<file path="src/rtl/seq_divider.sv">
// Signed restoring divider: one quotient bit per clock, MIPS-style quotient on lo and remainder on hi.
// Zero divisor short-circuits to a flagged ready pulse and leaves hi/lo untouched.
module seq_divider #(
  parameter int WIDTH = 32
) (
  input  logic             clk,
  input  logic             reset,
  input  logic             start,
  input  logic [WIDTH-1:0] a,
  input  logic [WIDTH-1:0] b,
  output logic [WIDTH-1:0] hi,
  output logic [WIDTH-1:0] lo,
  output logic             ready,
  output logic             div_zero
);

  localparam int CW = $clog2(WIDTH) + 1;

  typedef enum logic [1:0] {IDLE, RUN, FIX, DONE} state_t;

  state_t           state, state_nxt;
  logic [WIDTH:0]   rem;
  logic [WIDTH-1:0] quo;
  logic [WIDTH-1:0] dvs;
  logic [CW-1:0]    cnt;
  logic             sq, sr, zflag;

  logic [WIDTH:0]   rem_sh, trial;
  logic             last_iter;

  // rem < |b| <= 2^(WIDTH-1), so the shifted value never reaches bit WIDTH and trial[WIDTH] is the borrow.
  assign rem_sh    = {rem[WIDTH-1:0], quo[WIDTH-1]};
  assign trial     = rem_sh - {1'b0, dvs};
  assign last_iter = (cnt == CW'(WIDTH - 1));

  always_ff @(posedge clk or posedge reset) begin
    if (reset) state <= IDLE;
    else       state <= state_nxt;
  end

  always_comb begin
    state_nxt = state;
    case (state)
      IDLE:    if (start) state_nxt = (b == '0) ? DONE : RUN;
      RUN:     if (last_iter) state_nxt = FIX;
      FIX:     state_nxt = DONE;
      DONE:    state_nxt = IDLE;
      default: state_nxt = IDLE;
    endcase
  end

  always_ff @(posedge clk or posedge reset) begin
    if (reset) begin
      rem      <= '0;
      quo      <= '0;
      dvs      <= '0;
      cnt      <= '0;
      sq       <= 1'b0;
      sr       <= 1'b0;
      zflag    <= 1'b0;
      hi       <= '0;
      lo       <= '0;
      ready    <= 1'b0;
      div_zero <= 1'b0;
    end else begin
      case (state)
        IDLE: begin
          if (start) begin
            zflag <= (b == '0);
            if (b != '0) begin
              quo <= a[WIDTH-1] ? -a : a;
              dvs <= b[WIDTH-1] ? -b : b;
              sq  <= a[WIDTH-1] ^ b[WIDTH-1];
              sr  <= a[WIDTH-1];
              rem <= '0;
              cnt <= '0;
            end
          end
        end
        RUN: begin
          quo <= {quo[WIDTH-2:0], ~trial[WIDTH]};
          rem <= trial[WIDTH] ? rem_sh : trial;
          cnt <= cnt + 1'b1;
        end
        FIX: begin
          lo <= sq ? -quo : quo;
          hi <= sr ? -rem[WIDTH-1:0] : rem[WIDTH-1:0];
        end
        default: ;
      endcase

      // Normal path: ready rises as FIX writes hi/lo. Zero path: ready rises one edge after acceptance.
      ready    <= (state == FIX) || ((state == DONE) && zflag);
      div_zero <= (state == DONE) && zflag;
    end
  end

endmodule

</file>
<file path="config.mk">
export PLATFORM = sky130hd
export DESIGN_NAME = seq_divider
export DESIGN_NICKNAME = d
export VERILOG_FILES = /design/src/rtl/seq_divider.sv
export SDC_FILE = /design/constraint.sdc
export NUM_CORES = 1
export LEC_CHECK = 0
export ABC_AREA = 1
export ABC_CLOCK_PERIOD_IN_PS = 5400
export BUFFER_PORTS_ARGS = -buffer_cell sky130_fd_sc_hd__buf_4
export CORE_MARGIN = 1.5
export CORE_UTILIZATION = 61
export DETAILED_ROUTE_END_ITERATION = 16
export GPL_ROUTABILITY_DRIVEN = 0
export PLACE_DENSITY = 0.83
export SETUP_SLACK_MARGIN = 0.3
export SYNTH_ARGS = -nofsm -noshare
export SYNTH_HDL_FRONTEND = slang
export SYNTH_SLANG_ARGS = --single-unit
</file>
<file path="constraint.sdc">
create_clock -name clk -period 5.4 [get_ports clk]
set_input_delay 0.27 -clock clk [delete_from_list [all_inputs] [get_ports clk]]
set_output_delay 0.27 -clock clk [all_outputs]
set_load 0.1 [all_outputs]
</file>
Yosys cells after proc, flatten, opt, wreduce, memory -nomap -nowiden
Cells that the tools add are included.
{ "totals": {"word_cells": 55, "inputBits": 67, "out_inout_bits": 66, "reg_bits": 173} }
{ "op_classes": {"eq_ne": 7, "bitwise_logic": 2, "addsub": 6, "muxes": 18, "n_reduce_logical": 10} }
{ "op_table": {"columns": ["cell", "n"], "rows": [
  ["2-to-1 mux 32 bit", 9],
  ["negation 32 bit", 4],
  ["one-hot mux 32 bit (2 select lines)", 2],
  ["subtractor 33 x 32 -> 33 bit", 1],
  ["zero test 32 bit", 1],
  ["nonzero test 32 bit", 1],
  ["2-to-1 mux 6 bit", 2],
  ["one-hot mux 6 bit (2 select lines)", 1],
  ["one-hot mux 2 bit (4 select lines)", 1],
  ["adder 6 x 1 -> 6 bit (second input constant)", 1],
  ["equality test 6 x 5 -> 1 bit (second input constant)", 1],
  ["2-to-1 mux 2 bit", 3],
  ["!= test 2 bit (second input constant)", 3],
  ["AND reduction 3 bit", 2],
  ["equality test 2 bit (second input constant)", 2],
  ["AND reduction 2 bit", 2],
  ["equality test 2 x 1 -> 1 bit (second input constant)", 1],
  ["zero test 2 bit", 1],
  ["nonzero test 2 bit", 1],
  ["logical AND 1 bit", 1],
  ["logical OR 1 bit", 1],
  ["inverter 1 bit", 1],
  ["XOR 1 bit", 1]
]} }

Depth between registers and ports, before layout
{ "depth": {"depth_word": 5, "ltp_mapped": 18, "depth_no_buf": 17} }

Worst setup path after synthesis
OpenSTA, ideal clock, no wires.
{ "synth_path": {"path_kind": "flip-flop to flip-flop", "from": "reg quo[31]", "to": "reg rem[9]", "n_path_buf": 1, "required_time_ns": 5.283, "arrival_ns": 2.076, "period_less_slack_ns": 2.193, "stages_incl_launch_ff": 19, "path_slack_ns": 3.207, "setup_ns": 0.117, "cell_sequence": "dfrtp_1 > inv_1 > ha_1 > fa_1 > inv_1 > nand2_1 > nand2_1 > nand3_1 > nand2_2 > nand2_2 > nand2_4 > nand2_4 > nand2_4 > nand2_4 > nand2_4 > buf_12 > nand2_2 > nand3_1 > nand2_1"} }
{ "synth_between": {"elab_chain_len": 3} }
{ "synth_lines": {"columns": ["element", "line_no", "text"], "rows": [
  ["start: declaration", "23", "logic [WIDTH-1:0] quo;"],
  ["start signal: assignment", "71", "quo <= a[WIDTH-1] ? -a : a;"],
  ["start signal: assignment", "81", "quo <= {quo[WIDTH-2:0], ~trial[WIDTH]};"],
  ["subtractor 33 x 32 -> 33 bit", "33", "assign trial = rem_sh - {1'b0, dvs};"],
  ["2-to-1 mux 32 bit", "82", "rem <= trial[WIDTH] ? rem_sh : trial;"],
  ["one-hot mux 32 bit (2 select lines)", "66", "case (state)"],
  ["end signal: assignment", "82", null],
  ["end: declaration", "22", "logic [WIDTH:0] rem;"]
]} }
No other way between the ends.
A chain may end at the register's enable or synchronous reset.

Final worst setup path
{ "layout_path": {"from": "reg state[1]", "to": "reg rem[10]"} }
{ "layout_between": {"elab_chain_len": 3, "word_cells_on_any_way": 7, "cone_classes": "eq/ne: 3; mux: 1; reduce/logical: 3"} }
{ "layout_lines": {"columns": ["element", "line_no", "text"], "rows": [
  ["start: declaration", "21", "state_t state, state_nxt;"],
  ["start signal: assignment", "38", "else state <= state_nxt;"],
  ["equality test 2 x 1 -> 1 bit / zero test 2 bit (equally long branches)", "66", null],
  ["nonzero test 2 bit (no line) / != test 2 bit (equally long branches)", null, null],
  ["AND reduction 3 bit (no line)", null, null]
]} }
Several ways; a longest one is shown, not always the timed one.

==> flow_metrics.py <==
metrics = {
    "timing": {
        "hold_violations": 0,
        "tightest_slew_ns": 0.9529,
        "skew_ns": 0.01248,
        "slew_viol_final": 0,
        "rsz0062_at_grt": "false",
        "worst_hold_slack_ns": 0.1033,
        "slew_headroom": 0.3640,
        "tns_ns": 0,
        "setup_viol": 0,
        "timing.final.crit_share": 0.5942,
        "timing.fmax_mhz": 311.7,
        "layout_min_cycle_time_ns": 3.209,
    },
    "logic_synthesis": {
        "ys_warn_count": 0,
        "async_reset_ff_frac": 1.000,
        "seq_area_frac_synth": 0.3260,
        "synth_edf_count": 0,
        "syn_area_per_cell_um2": 6.458,
        "synth_cell_type_count": 43,
        "ys.flop_type": "dfrtp_1",
        "syn-num-nets": 2166,
        "syn_inst": 2056,
        "netlist_area_um2": 13280,
        "ys_seq_elements": 173,
    },
    "setup_path": {
        "cp_data_arrival_time_ns": 3.60,
        "r2r_cells": 10,
        "slowest_stage": "nor2_4",
        "path_max_fanout": 37,
        "timing.rr.end": "rem[10]$_DFFE_PP0P_",
        "critPathCaptureType": "register",
        "critPathLaunch": "state[1]$_DFFE_PP0P_",
        "slowest_delay_ns": 0.64,
        "r2r_start": "state[1]$_DFFE_PP0P_",
        "rrSetupSlack_ns": 2.19,
        "crit_end": "rem[10]$_DFFE_PP0P_",
        "crit_chain": "inv_1 > ha_1 > buf_4 > inv_1 > nand2_1 > nand3_2 > buf_4 > nor2_4 > nand3_1 > nand2_1",
        "crit_type": "register to register",
        "start_kind": "register",
        "critical_path_required_ns": 5.79,
    },
    "floorplan": {
        "die_y_um": 150.5,
        "core_um2": 21150,
        "rows": 53,
        "die-area_um2": 22660,
        "io_pins": 133,
        "initial_core_util": 0.6277,
        "die_x_um": 150.5,
    },
    "placed_design": {
        "io_buffer_count": 132,
        "dp_hpwl_um": 28050,
    },
    "cells_and_area": {
        "fillers": 1836,
        "multiInputGateArea_um2": 7530,
        "drive_above_1_share": 0.1052,
        "regArea_um2": 4329,
        "final_cell_mix": "nand2_1, inv_1, nand3_1",
        "area.growth.synth_to_final_pct": 13.03,
        "finalNetCount": 2264,
        "num_antenna_cells": 0,
        "layout_commonest_cell": "nand2_1",
    },
    "clock_tree": {
        "cts_tree": "built",
        "hold_buffers": 1,
        "htree_levels": 4,
        "cts_buffer_depth": 2,
        "cts-root-buf": "clkbuf_16",
        "cts_buffers": 17,
        "clk_latency_ns": 0.45,
        "cts.sinks": 173,
        "cts_setup_buffers": 0,
        "cts_resized": 0,
        "clk_pin_slew_ns": 0.08,
    },
    "run_status": {
        "status": "complete, no violations",
    },
    "drt": {
        "vias": 13473,
        "final_antenna_net_count": 0,
        "drt-vias-per-instance": 5.517,
        "totalWireLength_um": 36120,
        "first_iter_violations": 1612,
        "detail_route.first_pass.iterations": 6,
        "post_drt_wl_per_cell_um": 14.79,
        "drc": 0,
    },
    "worst_hold_path": {
        "hold_path_class": "input pin to register",
    },
    "grt": {
        "grt.overflow.total": 0,
        "grt_max_degree": 73,
        "grt_pass1_vias": 12020,
        "track_usage": 0.3318,
        "antenna_found_initial": 0,
        "grt_pass1_wl_um": 59240,
    },
    "flow_run": {
        "drv_cap": 0,
    },
    "pwr": {
        "p_total_w": 0.01044,
        "powerDensity_nw_per_um2": 695.9,
        "irDropWorstVdd_uv": 342.6,
        "p_leak_nw": 8.284,
    },
}
-- logic make-up (layout without fill, tap and decap cells) --
group | count (synthesis) | count (layout) | synth area share
AO/OA/AOI/OAI | 257 | 257 | 0.1066
XOR/XNOR | 84 | 84 | 0.05541
adder cells (fa/ha/maj) | 43 | 43 | 0.04109
buffers and inverters | 363 | 474 | 0.1072
flip-flops | 173 | 173 | 0.3260
multiplexers | 1 | 1 | 0.0008480
AND/OR/NAND/NOR | 1135 | 1135 | 0.3628
-- synth_stat cells, types with 2 or more instances --
cell,number,area share
nand2_4,8,0.0068
nor4_1,2,0.00094
o21bai_1,5,0.0028
nand2_1,667,0.19
xor2_1,74,0.049
nand3_1,191,0.072
o21ai_1,6,0.0023
o22ai_1,8,0.0038
o21ai_2,3,0.0020
o21ai_0,138,0.052
ha_1,42,0.040
nand3b_1,16,0.0090
or2_2,5,0.0024
nor2_2,4,0.0019
nand4_1,22,0.010
o31ai_1,9,0.0051
clkbuf_1,32,0.0090
dfrtp_1,173,0.33
or2_0,2,0.00094
buf_2,18,0.0068
clkinv_1,3,0.00085
nand2_2,16,0.0075
and2_1,3,0.0014
inv_2,7,0.0020
xnor2_1,10,0.0066
buf_1,6,0.0017
buf_4,4,0.0023
inv_1,291,0.082
nor2_1,171,0.048
a21o_1,2,0.0011
a21oi_4,2,0.0024
o211ai_1,6,0.0034
nor3_1,22,0.0083
a21oi_1,58,0.022
a31oi_1,18,0.0085
nand3_2,4,0.0030
a21oi_2,2,0.0013
-- area by class of cell --
| class | count | share of cell area |
|---|---|---|
| clock buffer | 17 | 0.02835 |
| clock inverter | 15 | 0.01226 |
| inverter | 301 | 0.07562 |
| multi-input combinational | 1520 | 0.5017 |
| sequential | 173 | 0.2885 |
| tap | 275 | 0.02293 |
| timing repair buffer | 141 | 0.07070 |
-- metal layers --
| layer | share of wire | track usage |
|---|---|---|
| met2 | 0.39 | 0.4585 |
| met1 | 0.47 | 0.5241 |
| met5 | 0 | 0 |
| met3 | 0.11 | 0.05606 |
| met4 | 0.024 | 0.09461 |
-- flip-flops by register name, summed over array words and instances (netlist names) --
register  flops
lo           32
dvs          32
state         2
rem          32
div_zero      1
sq            1
hi           32
quo          32
ready         1
zflag         1
sr            1
cnt           6
-- report_power, final --
group | switching (W) | internal, W | total, W | leakage (nW)
Sequential | 0.000543 | 0.00182 | 0.00236 | 2.22
Combinational | 0.00492 | 0.00189 | 0.00681 | 5.77
Clock | 0.000635 | 0.000631 | 0.00127 | 0.296
-- critical path: cells and delay by family, from the launching register on --
family,cells,cell delay [ns]
simple gates,5,1.54
buf+inv,4,1.02
flops,1,0.41
fa+ha+maj,1,0.16
-- through the flow --
stage                     std cells  setup slack, ns  area (um2)    util
after detailed placement       2409            2.259       14390  0.6802
after floorplan                2056           0.4415       13280       -
after global routing           2442            1.942       15010  0.7095
final                          2442            2.191       15010  0.7095
after global placement         2409            2.357       14390  0.6802
after CTS                      2442            2.232       15010  0.7095
-- worst min-delay path by stage --
stage                     startpoint                  end  depth (start not counted)
after floorplan                start    zflag$_DFFE_PP0P_                          2
after global placement         reset    lo[0]$_DFFE_PP0P_                          2
after detailed placement       reset   lo[13]$_DFFE_PP0P_                          2
after CTS                      start    zflag$_DFFE_PP0P_                          3
after global routing           b[15]  dvs[15]$_DFFE_PP0P_                          3
final                          start    zflag$_DFFE_PP0P_                          3
(Power assumes the default switching activity.)
